--- src/rtl/row_load_ctrl.sv ---
// Row load sequencer: takes a row stream over valid/ready, writes rows into the
// matrix row buffer, ends the matrix (full or early on in_last), waits for the
// buffer's set flag and then offers the finished matrix downstream.
module row_load_ctrl #(
  parameter int DATA_SIZE   = 16,
  parameter int COLUMN_SIZE = 8,
  parameter int ROW_SIZE    = 8,
  parameter int SET_TIMEOUT = 16
) (
  input  logic                              clock,
  input  logic                              reset,
  input  logic                              in_valid,
  output logic                              in_ready,
  input  logic                              in_last,
  input  logic [DATA_SIZE*ROW_SIZE-1:0]     in_dats,
  output logic                              buf_enable,
  output logic                              buf_dend,
  output logic [DATA_SIZE*ROW_SIZE-1:0]     buf_dats,
  input  logic                              buf_dset,
  output logic                              mat_valid,
  input  logic                              mat_ready,
  output logic [$clog2(COLUMN_SIZE):0]      mat_rows,
  output logic                              busy,
  output logic                              err_timeout,
  input  logic                              err_clr
);

  localparam int CW = $clog2(COLUMN_SIZE) + 1;
  localparam int TW = $clog2(SET_TIMEOUT) + 1;
  localparam int DW = DATA_SIZE * ROW_SIZE;

  typedef enum logic [1:0] {
    LOAD     = 2'd0,
    FLUSH    = 2'd1,
    WAIT_SET = 2'd2,
    HOLD     = 2'd3
  } state_t;

  state_t          state_q, state_d;
  logic [CW-1:0]   rowCnt_q, rowCnt_d;
  logic [TW-1:0]   tmoCnt_q, tmoCnt_d;
  logic            bufEnable_q, bufEnable_d;
  logic            bufDend_q, bufDend_d;
  logic [DW-1:0]   bufDats_q, bufDats_d;
  logic            matValid_q, matValid_d;
  logic [CW-1:0]   matRows_q, matRows_d;
  logic            errTimeout_q, errTimeout_d;
  logic [CW-1:0]   rowInc;

  assign rowInc = rowCnt_q + CW'(1);

  // Next-state logic: one matrix in flight, buffer pulses default low each cycle
  always_comb begin
    state_d      = state_q;
    rowCnt_d     = rowCnt_q;
    tmoCnt_d     = tmoCnt_q;
    bufEnable_d  = 1'b0;
    bufDend_d    = 1'b0;
    bufDats_d    = bufDats_q;
    matValid_d   = matValid_q;
    matRows_d    = matRows_q;
    errTimeout_d = err_clr ? 1'b0 : errTimeout_q;

    case (state_q)
      LOAD: begin
        if (in_valid) begin
          bufEnable_d = 1'b1;
          bufDats_d   = in_dats;
          rowCnt_d    = rowInc;
          if (rowInc == CW'(COLUMN_SIZE) || in_last) begin
            matRows_d = rowInc;
            state_d   = FLUSH;
          end
        end
      end
      FLUSH: begin
        bufEnable_d = 1'b1;
        bufDend_d   = 1'b1;
        tmoCnt_d    = '0;
        state_d     = WAIT_SET;
      end
      WAIT_SET: begin
        if (tmoCnt_q != '0 && buf_dset) begin
          matValid_d = 1'b1;
          state_d    = HOLD;
        end else if (tmoCnt_q == TW'(SET_TIMEOUT - 1)) begin
          errTimeout_d = 1'b1;
          rowCnt_d     = '0;
          matRows_d    = '0;
          state_d      = LOAD;
        end else begin
          tmoCnt_d = tmoCnt_q + TW'(1);
        end
      end
      HOLD: begin
        if (mat_ready) begin
          matValid_d = 1'b0;
          rowCnt_d   = '0;
          state_d    = LOAD;
        end
      end
      default: state_d = LOAD;
    endcase
  end

  // State and output registers with synchronous reset
  always_ff @(posedge clock) begin
    if (reset) begin
      state_q      <= LOAD;
      rowCnt_q     <= '0;
      tmoCnt_q     <= '0;
      bufEnable_q  <= 1'b0;
      bufDend_q    <= 1'b0;
      bufDats_q    <= '0;
      matValid_q   <= 1'b0;
      matRows_q    <= '0;
      errTimeout_q <= 1'b0;
    end else begin
      state_q      <= state_d;
      rowCnt_q     <= rowCnt_d;
      tmoCnt_q     <= tmoCnt_d;
      bufEnable_q  <= bufEnable_d;
      bufDend_q    <= bufDend_d;
      bufDats_q    <= bufDats_d;
      matValid_q   <= matValid_d;
      matRows_q    <= matRows_d;
      errTimeout_q <= errTimeout_d;
    end
  end

  assign in_ready    = (state_q == LOAD);
  assign busy        = (state_q != LOAD) || (rowCnt_q != '0);
  assign buf_enable  = bufEnable_q;
  assign buf_dend    = bufDend_q;
  assign buf_dats    = bufDats_q;
  assign mat_valid   = matValid_q;
  assign mat_rows    = matRows_q;
  assign err_timeout = errTimeout_q;

endmodule
--- config.mk ---
export PLATFORM = sky130hd
export DESIGN_NAME = row_load_ctrl
export DESIGN_NICKNAME = d
export VERILOG_FILES = /design/src/rtl/row_load_ctrl.sv
export SDC_FILE = /design/constraint.sdc
export NUM_CORES = 1
export LEC_CHECK = 0
export BUFFER_PORTS_ARGS = -buffer_cell sky130_fd_sc_hd__buf_2
export CAP_MARGIN = 20
export CORE_MARGIN = 3
export CORE_UTILIZATION = 40
export CTS_CLUSTER_SIZE = 40
export DETAILED_ROUTE_END_ITERATION = 8
export PLACE_DENSITY_LB_ADDON = 0.1
export SLEW_MARGIN = 20
export SYNTH_ARGS = -nofsm -noshare
export SYNTH_HDL_FRONTEND = slang
export SYNTH_SLANG_ARGS = --single-unit
--- constraint.sdc ---
create_clock -name clock -period 3.7 [get_ports clock]
set_input_delay 0.37 -clock clock [delete_from_list [all_inputs] [get_ports clock]]
set_output_delay 0.37 -clock clock [all_outputs]
set_load 0.02 [all_outputs]
======== Word-level counts from Yosys, hierarchy flattened ========
Index checks and enable logic that the tools add are counted.
word-level totals
  memories kept ........................... 0
  logic and storage cells ................. 68
  output and inout port bits .............. 138
  register bits ........................... 147
  input port bits ......................... 135
  latch bits .............................. 0
  ROM bits ................................ 0
  bits in writable memories ............... 0
operators by class
  multipliers ............................. 0
  div/mod/pow operators ................... 0
  bitwise gates (word level) .............. 0
  $lt $le $gt $ge ......................... 0
  eq/ne operators ......................... 13
  $add $sub $neg .......................... 2
  reduce and logical (&&, ||, !) cells .... 17
  multiplexer cells ....................... 27
  shift-type cells ........................ 0
operators with widths
  cell                                                 count
  2-to-1 mux 4 bit                                     6
  != test 2 bit, second input constant                 6
  case mux 4 bit (3 select lines)                      1
  2-to-1 mux 2 bit                                     5
  2-to-1 mux 5 bit                                     2
  case mux 5 bit (2 select lines)                      1
  AND reduction 5 bit                                  2
  2-to-1 mux 1 bit                                     8
  case mux 2 bit (4 select lines)                      1
  case mux 4 bit (2 select lines)                      1
  nonzero test 2 bit                                   4
  AND reduction 3 bit                                  2
  adder 5 x 1 -> 5 bit, second input constant          1
  equality test 5 x 4 -> 1 bit, second input constant  1
  nonzero test 5 bit                                   1
  adder 4 x 1 -> 4 bit, second input constant          1
  equality test 2 bit, second input constant           2
  equality test 4 bit, second input constant           1
  case mux 1 bit (2 select lines)                      2
  AND reduction 4 bit                                  1
  nonzero test 4 bit                                   1
  != test 3 bit, second input constant                 1
  nonzero test 3 bit                                   1
  equality test 2 x 1 -> 1 bit, second input constant  1
  5 further kinds                                      6

======== Logic depth before layout (Yosys ltp) ========
Gate-level depths: netlist (run 1).
  depth after elaboration ................. 6
  mapped depth ............................ 7
  depth with buffers taken out ............ 7

======== Worst setup path before layout (run 1) ========
Ideal clock, no wire load.
  path kind ............................... register -> register
  from .................................... register tmoCnt_q[0]
  to ...................................... register tmoCnt_q[3]
  period minus slack after synthesis ...... 1994 ps
  path slack .............................. 1706 ps
  required time ........................... 3621 ps
  cell stages (with the launch flop) ...... 8
  arrival time ............................ 1915 ps
  cell sequence ........................... dfxtp_1 inv_1 ha_1 or4b_4 a2111oi_4 nand4_1 xor2_1 a211oi_2
on the way
  word-level cells in the longest chain between the ends .. 4
  elaborated cells between the ends (all ways) .. 10
  those cells by class .................... add/sub: 1; eq/ne: 3; mux: 3; reduce/logical: 3
ends and longest elaborated chain
  element                                                                        line    text
  from (decl)                                                                    41      logic [TW-1:0] tmoCnt_q, tmoCnt_d;
  from (signal assigned)                                                         121     tmoCnt_q <= tmoCnt_d;
  adder 5 x 1 -> 5 bit / nonzero test 5 bit (equally long branches)              92, 83
  2-to-1 mux 5 bit / logical AND 1 bit (equally long branches)                   86, 83
  2-to-1 mux 5 bit / != test 2 bit (equally long branches)                       -
  case mux 5 bit (2 select lines) / AND reduction 3 bit (equally long branches)  -
Parallel ways exist; a longest one is shown, timed or not. The select of a mux whose other input is x is not followed.
A chain may end at the register's enable or synchronous reset.

======== Worst setup path after layout (run 1) ========
  from .................................... register state_q[0]
  to ...................................... register bufDats_q[101] (netlist: buf_dats[101])
on the way
  word-level cells in the longest chain between the ends .. 2
ends and longest elaborated chain
  element                        line  text
  from (decl)                    39    state_t state_q, state_d;
  from (signal assigned)         119   state_q <= state_d;
  logical NOT 2 bit              64    case (state_q)
  AND reduction 2 bit (no line)  -
  to (signal assigned)           124   bufDats_q <= bufDats_d;
  to (decl)                      44    logic [DW-1:0] bufDats_q, bufDats_d;
Every way passes these cells.

==> results of run 1 <==
-- layout make-up --
| type | instances | area, um^2 |
|---|---|---|
| Fill cell | 1215 | 5330 |
| Sequential cell | 147 | 2940 |
| Multi-Input combinational cell | 470 | 2180 |
| Timing Repair Buffer | 276 | 1420 |
| Clock buffer | 24 | 492 |
| Clock inverter | 8 | 219 |
| Tap cell | 172 | 215 |
| Inverter | 8 | 30.0 |
-- worst max-delay path by stage --
stage	startpoint	end	slack [ns]	depth (start not counted)
global route	state_q[0]	buf_dats[64]	1.32	5
global placement	tmoCnt_q[0]	tmoCnt_q[3]	1.55	7
CTS	tmoCnt_q[0]	tmoCnt_q[3]	1.53	7
finish	state_q[0]	buf_dats[101]	1.50	5
floorplan	tmoCnt_q[0]	tmoCnt_q[3]	1.71	7
detailed placement	tmoCnt_q[0]	tmoCnt_q[3]	1.54	7
-- flip-flops by register name, indices dropped and copies added (netlist names) --
signal       cells
buf_dats       128
buf_dend         1
buf_enable       1
err_timeout      1
mat_rows         4
mat_valid        1
rowCnt_q         4
state_q          2
tmoCnt_q         5
-- cell families after synthesis --
family                   count (synthesis)  synth area share [%]
buffers and inverters                   55                  4.09
multiplexers                             3                 0.587
XOR/XNOR                                 5                 0.822
AO/OA/AOI/OAI                          155                  16.0
flip-flops                             147                  55.2
adder cells (fa/ha/maj)                  5                  1.17
AND/OR/NAND/NOR                        302                  22.1
-- per-layer routing --
metal / share of wire, % / track usage (%)
met1: 40 / 22.4
met2: 48 / 33.3
met3: 10 / 7.97
met4: 2.1 / 8.89
met5: 0 / 0
-- worst max-delay path: stages (launching register included) --
cell and delay (ns):
dfxtp_1 0.65, nor2_1 0.20, nand2_4 0.60, buf_12 0.33, nand2_1 0.09, a21oi_1 0.16
-- through the flow --
step / area (um^2) / setup WS, ns / power, mW / util [%] / hold slack [ns]
global route: 7500 / 1.32 / 4.53 / 58.5 / 0.178
floorplan: 5330 / 1.71 / 2.12 / - / 0.474
global placement: 6790 / 1.55 / 2.34 / 52.9 / 0.439
detailed placement: 6790 / 1.54 / 2.36 / 52.9 / 0.443
finish: 7500 / 1.50 / 4.34 / 58.5 / 0.194
CTS: 7500 / 1.53 / 4.39 / 58.5 / 0.175
-- placed cells by master, fill, tap and decap left out, types with 2 or more instances in the layout --
cell type,synthesis,layout
inv_1,8,8
clkbuf_8,0,4
mux2i_1,2,2
nand2b_1,2,2
clkbuf_16,0,17
a22o_1,3,3
a22oi_1,3,3
nand3_1,3,3
bufinv_16,0,7
nand2_1,267,266
buf_12,0,2
clkbuf_1,38,3
dfxtp_1,147,147
xnor2_1,4,4
nor2_1,20,20
buf_2,9,271
buf_4,0,3
a21oi_1,137,137
ha_1,5,5
-- power breakdown --
part	internal, mW	switching, mW
registers	1.68	0.0574
logic	0.204	0.369
clock network	1.41	0.619
total	3.30	1.05
==> run metrics, run 1 <==
status=finished clean; crit end category=register; cell count after synthesis=672; Yosys top cell by area=dfxtp_1; Startpoint Class=register; Final Hold Vio Count=0; non-filler cells, final=1105; Slew @ Worst Pin=0.775 ns; Worst-Skew Late Latency=0.41 ns; synth top area cells=dfxtp_1 (55%), nand2_1 (19%), a21oi_1 (13%); Final HPWL DP=10700 um; clock sink count=147; PostCTS Resize Cnt=0; largest net degree at the start of global routing=134; EDFF count, synth=0; antenna violations before repair=0; Max clock buf depth=2; die area=14700 um^2; Area growth syn-to-layout=40.7%; R2R Path End=buf_dats[101]; static leakage=3.57 nW; first-pass GRT wire length=23500 um; max_slew headroom=48.4%; gpl congestion=0.818; Worst Hold Path EP=buf_dats[79]; die width=121 um; max-slew violation count=0; htree depth=4; #FFs+latches synth=147; Ports=273; Crit path required time=4.03 ns; 1st-iter DRT viols=261; r2r worst-path depth=5; Worst Path Arrival=2.53 ns; critical path class=reg2reg; P per Cell Area=579 nW/um^2; row count=41; fin crit share=59.3%; count of max-cap constraint violations=0; area share of the largest cell type after synthesis=55.2%; reg2reg start=state_q[0]; wire per inst=13.7 um; layout cells sized above 1=33.4%; final wirelength=15200 um; TritonRoute pass-1 iters=4; fin nets=1060; postcts setup bufs=0; Final TNS setup=0 ns; maximum fanout along the worst path=71; die height=121 um; RSZ-0062 raised after global routing=no; Root Driver=clkbuf_16; async set-or-reset flop fraction in the synthesized netlist=0%; most common cell in the netlist=nand2_1; initial core utilization=41.5%; Post-Syn Area=5330 um^2; synth cell count leaders=nand2_1 (267), dfxtp_1 (147), a21oi_1 (137); Seq/Total Area, Yosys=55.2%; maximum vdd drop=0.000280 V; cts-stage hold buffer count=0; Hold Path Origin=in_dats[79]; CTS buffer count=17; gr usage total=20.0%; antenna-violating nets left=0; via count=5283; PortBufs=272; fmax=0.456 GHz; minimum clock period=2.20 ns; Mapped Nets=812; Ys Warns=0; clock slew at reported path FFs=0.06 ns; post-synthesis cell type count=38; core area=12800 um^2; flop2flop setup slack=1.50 ns; final setup fails=0; ANT cells=0; Main synth FF type=dfxtp_1; min-delay worst type=in2reg; TritonCTS clock tree=done; DR DRC count=0; Cells after DPL=1073; grt ovf=0; hold path cells=3; vias in the first global route=5045; Layout Skew=0.00404 ns; drt via density=4.78; syn avg cell area=7.93 um^2
Power figures use the tool's default switching activity.
==> run 2: changes to the inputs <==
Clock period 3.7 ns to 2.2 ns, I/O delays scaled along.
==> run metrics, run 2 (synthesis gave the netlist of run 1 again) <==
Area growth syn-to-layout=40.5%; DR DRC count=0; htree depth=4; gr usage total=19.7%; Largest register FFs=128; Final Core Density=58.4%; most common cell after layout, fill and taps aside=buf_2; CTS buffer count=17; CP Launch Point=tmoCnt_q[1]; max-slew violation count=0; Root Driver=clkbuf_16; Slew @ Worst Pin=0.597 ns; die height=121 um; fill count=1204; reg2reg start=tmoCnt_q[1]; gpl congestion=0.844; TritonCTS clock tree=done; fin nets=1069; maximum fanout along the worst path=5; R2R Path End=tmoCnt_q[4]; slowest stage cell, crit path=or4b_4; antenna-violating nets left=0; CP peak stage delay=0.50 ns; static leakage=3.58 nW; crit path cell chain=inv_1, ha_1, or4b_4, a2111oi_4, buf_4, mux2_2, nor2_1; fin crit share=95.6%; Final HPWL DP=11100 um; core area=12800 um^2; critical path class=reg2reg; die width=121 um; first-pass GRT wire length=23100 um; Ports=273; Layout Skew=0.00667 ns; final wirelength=15300 um; largest net degree at the start of global routing=57; initial core utilization=41.5%; RSZ-0062 raised after global routing=no; count of max-cap constraint violations=0; max_slew headroom=60.0%; flop2flop setup slack=0.1 ns; grt ovf=0; GRT Max-Usage Layer=met2; Max clock buf depth=2; worst setup path end=tmoCnt_q[4]; layout cells sized above 1=34.1%; Hold Path Origin=in_dats[56]; vias in the first global route=4927; Final TNS setup=0 ns; TritonRoute pass-1 iters=4; clock sink count=147; via count=5348; Crit path required time=2.55 ns; fmax=0.475 GHz; commonest cells after routing, fill and taps aside=buf_2 (271), nand2_1 (266), dfxtp_1 (146), a21oi_1 (137), nor2_1 (20); Startpoint Class=register; wire per inst=13.7 um; Global Route met3 Usage=8.11%; clock slew at reported path FFs=0.06 ns; PortBufs=272; status=finished clean; die area=14700 um^2; min-delay worst type=in2reg; row count=41; maximum vdd drop=0.000461 V; Final Hold Vio Count=0; met1 Track Usage GR=22.1%; final setup fails=0; ANT cells=0; 1st-iter DRT viols=242; crit end category=register; r2r worst-path depth=7; Worst-Skew Late Latency=0.41 ns; minimum clock period=2.10 ns; met2 Track Usage GR=32.1%; Tot Pwr=6.78 mW; P per Cell Area=906 nW/um^2; Worst Path Arrival=2.45 ns; antenna violations before repair=0; drt via density=4.82
## run 2: layout make-up
class                           count  area [um^2]  share of cell area [%]
Clock inverter                      6          105                    1.40
Tap cell                          172          215                    2.88
Timing Repair Buffer              285         1540                    20.5
Clock buffer                       22          474                    6.34
Sequential cell                   147         2940                    39.3
Inverter                            8         30.0                   0.401
Multi-Input combinational cell    470         2180                    29.1
## run 2: per-layer routing
layer  routed length [um]  vias to the layer above
met2                 7280                      236
met3                 1630                       36
met4                  461                        0
met5                    0                        -
li1                     -                     2691
met1                 5880                     2385
## run 2: critical path: cells and delay by family, from the launching register on
family | cells | cell delay (ns)
simple gates | 2 | 0.57
fa+ha+maj | 1 | 0.14
compound gates | 1 | 0.42
flops | 1 | 0.33
buf+inv | 2 | 0.26
mux | 1 | 0.32
## run 2: worst min path at each step
stage                          to  slack [ns]  cells after the start
floorplan             buf_dats[0]        0.36                      2
global placement    buf_dats[108]        0.44                      2
detailed placement   buf_dats[85]        0.44                      2
CTS                  buf_dats[71]        0.03                      3
global route         buf_dats[56]        0.03                      3
finish               buf_dats[56]        0.04                      3
## run 2: timing repair
action,4_1_cts,5_1_grt
buffers inserted,0,1
setup endpoints to repair,0,3
gates resized for setup,0,2
hold buffers,0,0
## run 2: per-stage QoR
step	instance area, um^2	worst slack [ns]	instances	hold WS (ns)
after floorplan	5330	0.206	672	0.356
after CTS	7480	0.00215	1109	0.0251
after detailed placement	6900	0.0144	1081	0.443
after global routing	7480	0.0142	1110	0.0322
final	7480	0.0960	1110	0.0439
after global placement	6900	0.126	1081	0.438
## run 2: where the power goes
group / switching (mW) / total (mW) / internal, mW
clock: 1.01 / 2.85 / 1.84
combinational: 0.630 / 1.00 / 0.374
sequential: 0.0935 / 2.93 / 2.83
total: 1.73 / 6.78 / 5.05
